[config.mk]
export PLATFORM = sky130hd
export DESIGN_NAME = fg_sweep_ctrl
export DESIGN_NICKNAME = d
export VERILOG_FILES = /design/src/rtl/fg_sweep_ctrl.sv
export SDC_FILE = /design/constraint.sdc
export NUM_CORES = 1
export LEC_CHECK = 0
export CAP_MARGIN = 20
export CORE_MARGIN = 2
export CORE_UTILIZATION = 45
export DETAILED_ROUTE_END_ITERATION = 8
export GPL_TIMING_DRIVEN = 0
export PLACE_DENSITY = 0.76
export SYNTH_ARGS = -nofsm -noshare
export SYNTH_HDL_FRONTEND = slang
export SYNTH_SLANG_ARGS = --single-unit
export TNS_END_PERCENT = 100
[constraint.sdc]
create_clock -name Fg_clk -period 14.2 [get_ports Fg_clk]
set_input_delay 2.13 -clock Fg_clk [delete_from_list [all_inputs] [get_ports Fg_clk]]
set_output_delay 2.13 -clock Fg_clk [all_outputs]
set_load 0.01 [all_outputs]
[src/rtl/fg_sweep_ctrl.sv]
// Frequency-sweep scheduler: steps the DDS phase increment from a start to a
// stop value, one step per programmed number of Enable strobes, with single,
// continuous (sawtooth) and up-down (triangle) sweep shapes.
module fg_sweep_ctrl #(
  parameter int unsigned W  = 32,
  parameter int unsigned DW = 16
) (
  input  logic          Fg_clk,
  input  logic          Reset,
  input  logic          Enable,
  input  logic          Start,
  input  logic          Abort,
  input  logic [1:0]    SweepMode,
  input  logic [W-1:0]  StartInc,
  input  logic [W-1:0]  StopInc,
  input  logic [W-1:0]  StepInc,
  input  logic [DW-1:0] Dwell,
  output logic [W-1:0]  PhaseInc,
  output logic          IncValid,
  output logic          Busy,
  output logic          Done,
  output logic          CfgErr
);

  typedef enum logic [1:0] {StIdle, StDwell, StStep, StDone} state_e;

  localparam logic [1:0] ModeCont   = 2'd1;
  localparam logic [1:0] ModeUpDown = 2'd2;

  state_e        state_q;
  logic [W-1:0]  phase_q, start_q, stop_q, step_q;
  logic [DW-1:0] dwell_q, cnt_q;
  logic [1:0]    mode_q;
  logic          dir_down_q;
  logic          inc_valid_q, busy_q, done_q, cfg_err_q;

  logic [W:0]    up_sum, dn_diff;
  logic [W-1:0]  up_val, dn_val, step_phase_d;
  logic          step_dir_down_d, step_done_d;
  logic [DW-1:0] cnt_inc, dwell_eff;
  logic          cfg_bad;

  // Next phase increment for the STEP cycle; W+1-bit arithmetic catches
  // carry/borrow so the result is clamped into [start, stop] without wrapping.
  always_comb begin
    up_sum   = {1'b0, phase_q} + {1'b0, step_q};
    dn_diff  = {1'b0, phase_q} - {1'b0, step_q};
    up_val   = (up_sum >= {1'b0, stop_q}) ? stop_q : up_sum[W-1:0];
    dn_val   = (dn_diff[W] || (dn_diff[W-1:0] <= start_q)) ? start_q : dn_diff[W-1:0];

    step_phase_d    = phase_q;
    step_dir_down_d = dir_down_q;
    step_done_d     = 1'b0;
    if (!dir_down_q) begin
      if (phase_q == stop_q) begin
        // End of an upward run
        if (mode_q == ModeCont) begin
          step_phase_d = start_q;
        end else if (mode_q == ModeUpDown) begin
          step_dir_down_d = 1'b1;
          step_phase_d    = dn_val;
        end else begin
          step_done_d = 1'b1;
        end
      end else begin
        step_phase_d = up_val;
      end
    end else begin
      if (phase_q == start_q) begin
        // Bottom of a triangle: turn around and take the up step immediately
        step_dir_down_d = 1'b0;
        step_phase_d    = up_val;
      end else begin
        step_phase_d = dn_val;
      end
    end

    cnt_inc   = cnt_q + {{(DW-1){1'b0}}, 1'b1};
    dwell_eff = (dwell_q == '0) ? {{(DW-1){1'b0}}, 1'b1} : dwell_q;
    cfg_bad   = (StepInc == '0) || (StartInc > StopInc);
  end

  // Sweep FSM with registered outputs
  always_ff @(posedge Fg_clk) begin
    if (Reset) begin
      state_q     <= StIdle;
      phase_q     <= '0;
      start_q     <= '0;
      stop_q      <= '0;
      step_q      <= '0;
      dwell_q     <= '0;
      mode_q      <= '0;
      cnt_q       <= '0;
      dir_down_q  <= 1'b0;
      inc_valid_q <= 1'b0;
      busy_q      <= 1'b0;
      done_q      <= 1'b0;
      cfg_err_q   <= 1'b0;
    end else begin
      inc_valid_q <= 1'b0;
      done_q      <= 1'b0;
      cfg_err_q   <= 1'b0;
      if (Abort && (state_q != StIdle)) begin
        // PhaseInc deliberately holds its last value
        state_q    <= StIdle;
        busy_q     <= 1'b0;
        cnt_q      <= '0;
        dir_down_q <= 1'b0;
      end else begin
        unique case (state_q)
          StIdle: begin
            if (Start && !Abort) begin
              if (cfg_bad) begin
                cfg_err_q <= 1'b1;
              end else begin
                start_q     <= StartInc;
                stop_q      <= StopInc;
                step_q      <= StepInc;
                dwell_q     <= Dwell;
                mode_q      <= SweepMode;
                phase_q     <= StartInc;
                inc_valid_q <= 1'b1;
                dir_down_q  <= 1'b0;
                cnt_q       <= '0;
                busy_q      <= 1'b1;
                state_q     <= StDwell;
              end
            end
          end
          StDwell: begin
            if (Enable) begin
              if (cnt_inc == dwell_eff) begin
                cnt_q   <= '0;
                state_q <= StStep;
              end else begin
                cnt_q <= cnt_inc;
              end
            end
          end
          StStep: begin
            if (step_done_d) begin
              busy_q  <= 1'b0;
              done_q  <= 1'b1;
              state_q <= StDone;
            end else begin
              phase_q     <= step_phase_d;
              inc_valid_q <= (step_phase_d != phase_q);
              dir_down_q  <= step_dir_down_d;
              state_q     <= StDwell;
            end
          end
          StDone: begin
            state_q <= StIdle;
          end
          default: begin
            state_q <= StIdle;
          end
        endcase
      end
    end
  end

  assign PhaseInc = phase_q;
  assign IncValid = inc_valid_q;
  assign Busy     = busy_q;
  assign Done     = done_q;
  assign CfgErr   = cfg_err_q;

endmodule

# ---- Yosys cells after proc, flatten, opt, wreduce, memory -nomap -nowiden
# Index checks and enable logic that the tools add are counted.
dict set report totals {
  register_bits 169
  n_memories 0
  inputBits 119
  latch_bits 0
  ram_bits 0
  romBits 0
}
dict set report classes {
  add_sub_neg 3
  n_eq_ne 15
  bitwise 5
  muxes 46
  div_mod_pow 0
  magnitude_cmp 3
  n_mul 0
  shift 0
  reduce_logical 20
}
# cell count
set ops {}
lappend ops {{two-way mux 32 bit} 10}
lappend ops {{two-way mux 16 bit} 5}
lappend ops {{== test 32 bit} 2}
lappend ops {{one-hot mux 32 bit (2 select lines)} 1}
lappend ops {{adder 32 x 32 -> 33 bit} 1}
lappend ops {{>= comparator 33 x 32 -> 1 bit} 1}
lappend ops {{subtractor 32 x 32 -> 33 bit} 1}
lappend ops {{greater-than comparator 32 bit} 1}
lappend ops {{less-or-equal comparator 32 bit} 1}
lappend ops {{zero test 32 bit} 1}
lappend ops {{!= test 32 bit} 1}
lappend ops {{one-hot mux 16 bit (2 select lines)} 1}
lappend ops {{two-way mux 1 bit} 20}
lappend ops {{AND reduction 4 bit} 5}
lappend ops {{adder 16 x 1 -> 16 bit (second input constant)} 1}
lappend ops {{== test 16 bit} 1}
lappend ops {{zero test 16 bit} 1}
lappend ops {{!= test 2 bit (second input constant)} 6}
lappend ops {{two-way mux 2 bit} 5}
lappend ops {{one-hot mux 2 bit (4 select lines)} 1}
lappend ops {{== test 2 bit (second input constant)} 3}
lappend ops {{one-hot mux 1 bit (2 select lines)} 3}
lappend ops {{nonzero test 2 bit} 3}
lappend ops {{NOT 1 bit} 5}
lappend ops {{other kinds (9)} 12}

# ---- Logic depth before layout (Yosys ltp)
dict set report depth {
  word_depth 11
  depth_mapped 28
}

# ---- Least setup slack after synthesis
# Ideal clock, no wire load.
dict set report synth_path {
  kind {reg2reg}
  start {reg phase_q[0], in the netlist PhaseInc[0]}
  end {reg inc_valid_q, in the netlist IncValid}
  t_arrival_ps 5617
  t_required_ps 14069
  path_stages_with_launch 25
  setup_ps 131
  n_path_buf 0
  slack_ps 8452
  path_cell_list {dfxtp_1 ha_1 fa_1 nor2b_1 o311ai_1 a21oi_1 a21o_1 a31o_2 nor2_1 a21oi_1 xnor2_1 ha_1 a21o_1 a21o_1 a21oi_1 o211ai_1 o21a_2 nor3_2 mux2_2 a222oi_1 xor2_1 o2111ai_1 or4_1 a2111oi_2 a31oi_1}
}
dict set report synth_via {
  elab_chain_len 11
  elab_cells_between_ends 19
  cone_classes {add/sub: 2; order compare: 2; eq/ne: 3; mux: 11; reduce/logical: 1}
}
# item line
set synth_lines {}
lappend synth_lines {{start, declared} 31} ;# logic [W-1:0] phase_q, start_q, stop_q, step_q;
lappend synth_lines {{start signal, assigned} 121} ;# phase_q <= StartInc;
lappend synth_lines {{start signal, assigned} 146} ;# phase_q <= step_phase_d;
lappend synth_lines {{subtractor 32 x 32 -> 33 bit} 47} ;# dn_diff = {1'b0, phase_q} - {1'b0, step_q};
lappend synth_lines {{less-or-equal comparator 32 bit} 49} ;# dn_val = (dn_diff[W] || (dn_diff[W-1:0] <= start_q)) ? start_q : dn_diff[W-1:0];
lappend synth_lines {{logical OR 1 bit} 49}
lappend synth_lines {{two-way mux 32 bit} 49}
lappend synth_lines {{two-way mux 32 bit} 59} ;# end else if (mode_q == ModeUpDown) begin
lappend synth_lines {{two-way mux 32 bit} 57} ;# if (mode_q == ModeCont) begin
lappend synth_lines {{two-way mux 32 bit} 55} ;# if (phase_q == stop_q) begin
lappend synth_lines {{two-way mux 32 bit} 54} ;# if (!dir_down_q) begin
lappend synth_lines {{!= test 32 bit} 147} ;# inc_valid_q <= (step_phase_d != phase_q);
lappend synth_lines {{two-way mux 1 bit *} 141} ;# if (step_done_d) begin
lappend synth_lines {{one-hot mux 1 bit (2 select lines) *} 110} ;# unique case (state_q)
lappend synth_lines {{end signal, assigned} 147}
lappend synth_lines {{end, declared} 35} ;# logic inc_valid_q, busy_q, done_q, cfg_err_q;
# Every way passes the cells marked *; elsewhere a longest branch is shown, timed or not.
# A chain may end at the register's enable or synchronous reset.

# ---- Worst setup path after layout
dict set report layout_path {
  start {reg phase_q[1], in the netlist PhaseInc[1]}
  end {reg inc_valid_q, in the netlist IncValid}
}
# Same word-level chain as after synthesis.

==> impl_metrics.json <==
{
  "finalHoldViolations": 0,
  "hpwl_um": 69300,
  "cp-start-kind": "flop",
  "portBuffers": 154,
  "clock-sinks": 169,
  "avgSynthCellArea_um2": 7.09,
  "synth_nets": 2680,
  "p_total_w": 0.00238,
  "ys_top_cells_by_area": "dfxtp_1 20%, ha_1 12%, a21oi_1 8.7%, nand2_1 7.5%, xnor2_1 5.1%",
  "synth_top_area_share_pct": 19.9,
  "drive_gt1_share_pct": 4.80,
  "path_max_fanout": 10,
  "syn_inst": 2396,
  "final_nets": 2857,
  "slew_violations": 0,
  "postRouteAntennaNets": 0,
  "synth_edf_count": 0,
  "worst_slack_ps": 5130,
  "place_congestion": 1.08,
  "area_growth_pct": 17.0,
  "ys.flop_type": "dfxtp_1",
  "cts-root-buf": "clkbuf_16",
  "grt_pass1_vias": 18400,
  "grt_max_degree": 17,
  "cts_hold_repair.buffers": 0,
  "num_vias": 19700,
  "finClkSkew_ps": 22.6,
  "critPathRequiredTime_ps": 14510,
  "dieArea_mm2": 0.0393,
  "fin_crit_ps": 9070,
  "grt_overflow": 0,
  "regArea_mm2": 0.00338,
  "grt_pass1_wl_um": 120000,
  "powerDensity_mw_per_mm2": 120,
  "grt_usage_pct": 42.4,
  "status": "finished, final reports clean",
  "setup_viol": 0,
  "multi_input_area_mm2": 0.0122,
  "first_iter_violations": 2211,
  "ys_types": 95,
  "core-area_mm2": 0.0374,
  "clk_latency_ps": 490,
  "cap_violations": 0,
  "hold_path_class": "reg2reg",
  "clk_pin_slew_ps": 80,
  "netlist_area_mm2": 0.0170,
  "dpl.cell_count": 3063,
  "fillers": 3753,
  "synthTopCellsByCount": "340 x nand2_1, 296 x a21oi_1, 179 x inv_1",
  "instances_no_fill": 3098,
  "via_per_inst": 6.36,
  "max_slew_margin_pct": 22.2,
  "arrival_ps": 9380,
  "r2r_setup_slack_ps": 5130,
  "die_w_um": 198,
  "dp_slack_ps": 5650,
  "dieHeight_um": 198,
  "post-cts-setup-buffers": 0,
  "post-route-period-util_pct": 63.9,
  "route.detailed.drc": 0,
  "tns_ps": 0,
  "ioPinCount": 155,
  "p_leak_nw": 7.83,
  "crit_path_end_kind": "flop",
  "drtPass1Iterations": 8,
  "routed_wl_um": 83800,
  "cts_tree": "yes",
  "initial_utilization_pct": 45.4,
  "row_count": 71,
  "cts_buffers": 17,
  "whs_ps": 463,
  "ys_ff_latch": 169,
  "async_flop_share_pct": 0,
  "max_slew.worst_pin.slew_ps": 1160,
  "max_clock_freq_mhz": 110,
  "yosysTopAreaCell": "dfxtp_1",
  "clk_path_buf_depth": 2,
  "ys_warn_count": 0,
  "antenna_found_initial": 1,
  "yosys.cell_count.top_type": "nand2_1",
  "synth-seq-area-share_pct": 19.9,
  "cts_htree_levels": 4,
  "cts_resized": 0,
  "vdd_drop_max_mv": 0.175,
  "wl_per_cell_um": 27.1,
  "path_class": "reg2reg",
  "rsz0062_at_grt": "false"
}
## cell usage in the layout, fill, tap and decap left out, types with 13 or more instances in the layout
cell type,instances
o31ai_1,13
clkdlybuf4s50_1,154
clkbuf_16,17
a31oi_1,22
or3_1,15
dfxtp_1,169
nor2_1,171
buf_2,21
nor2b_1,22
nor3_1,47
nand4_1,41
xor2_1,73
mux2i_1,13
nor4_1,46
nand2_1,340
o21a_1,15
a21o_1,22
a211oi_1,41
o211ai_1,36
nand2b_1,13
o22ai_1,14
and3_1,16
o221ai_1,17
xnor2_1,98
ha_1,163
o21ai_0,94
clkbuf_1,120
a21oi_1,296
or4_1,13
inv_1,179
nand3_1,38
## critical path: stages, from the launching register on
cell      delay (ps)
dfxtp_1          790
ha_1             260
nor2b_1           60
o311ai_1         610
a21oi_1          210
a221oi_1         980
a211oi_1         340
o21ai_0          490
and2_1           230
inv_1             80
ha_1             320
nand4_1           90
or4_1            420
o221ai_1         250
a21o_1           380
nor3_2           170
buf_2            300
buf_4            290
clkbuf_1         330
a311oi_1         780
o221ai_1         280
nor4_1           320
nand4_1          250
nor4_1           440
a31oi_1          190
## routing by layer
layer	vias to the layer above	GRT usage, %	routed length (um)
met5	-	0	0
li1	8897	-	-
met3	256	9.81	8600
met2	1150	64.7	35700
met1	9402	53.8	33600
met4	0	26.6	5920
## metrics by stage
| stage | util [%] | area (um2) |
|---|---|---|
| after global routing | 53.1 | 19900 |
| final | 53.1 | 19900 |
| after detailed placement | 51.3 | 19200 |
| after global placement | 51.2 | 19200 |
| after CTS | 53.1 | 19800 |
| after floorplan | - | 17000 |
## cells by family (layout without fill, tap and decap cells)
family | Yosys count | after routing | synth area share (%)
simple gates | 812 | 812 | 22.5
compound gates | 711 | 711 | 26.9
buf+inv | 348 | 537 | 8.27
xor+xnor | 172 | 172 | 8.95
flops | 169 | 169 | 19.9
fa+ha+maj | 165 | 165 | 12.2
mux | 19 | 19 | 1.16
other cells | 0 | 2 | 0
## layout make-up
cell class                      count  area share, %
Multi-Input combinational cell   1879           61.4
Sequential cell                   169           17.0
Timing Repair Buffer              158           7.94
Buffer                            163           3.57
Inverter                          185           3.49
Tap cell                          511           3.22
Clock buffer                       18           2.21
Clock inverter                     13           1.15
Antenna cell                        2         0.0252
## path summary, 6_finish.rpt
path                                             to                     start  depth (start not counted)
worst max-delay path            IncValid$_SDFF_PP0_  PhaseInc[1]$_SDFFE_PP0P_                         24
worst min-delay path              Busy$_SDFFE_PP0P_         Busy$_SDFFE_PP0P_                          2
worst max register to register  IncValid$_SDFF_PP0_  PhaseInc[1]$_SDFFE_PP0P_                         24
worst min register to register    Busy$_SDFFE_PP0P_         Busy$_SDFFE_PP0P_                          2
## power by group
part	internal (W)	switching, W	total [W]
logic	0.000430	0.000858	0.00129
registers	0.000496	0.0000454	0.000541
clock network	0.000322	0.000225	0.000547
total	0.00125	0.00113	0.00238
## flip-flops by register name (all words and copies together) (netlist names)
signal and cells:
state_q 2, IncValid 1, Done 1, PhaseInc 32, start_q 32, dwell_q 16
step_q 32, mode_q 2, dir_down_q 1, Busy 1, CfgErr 1, stop_q 32
cnt_q 16
Note: power is estimated with default switching activity, not from simulation.
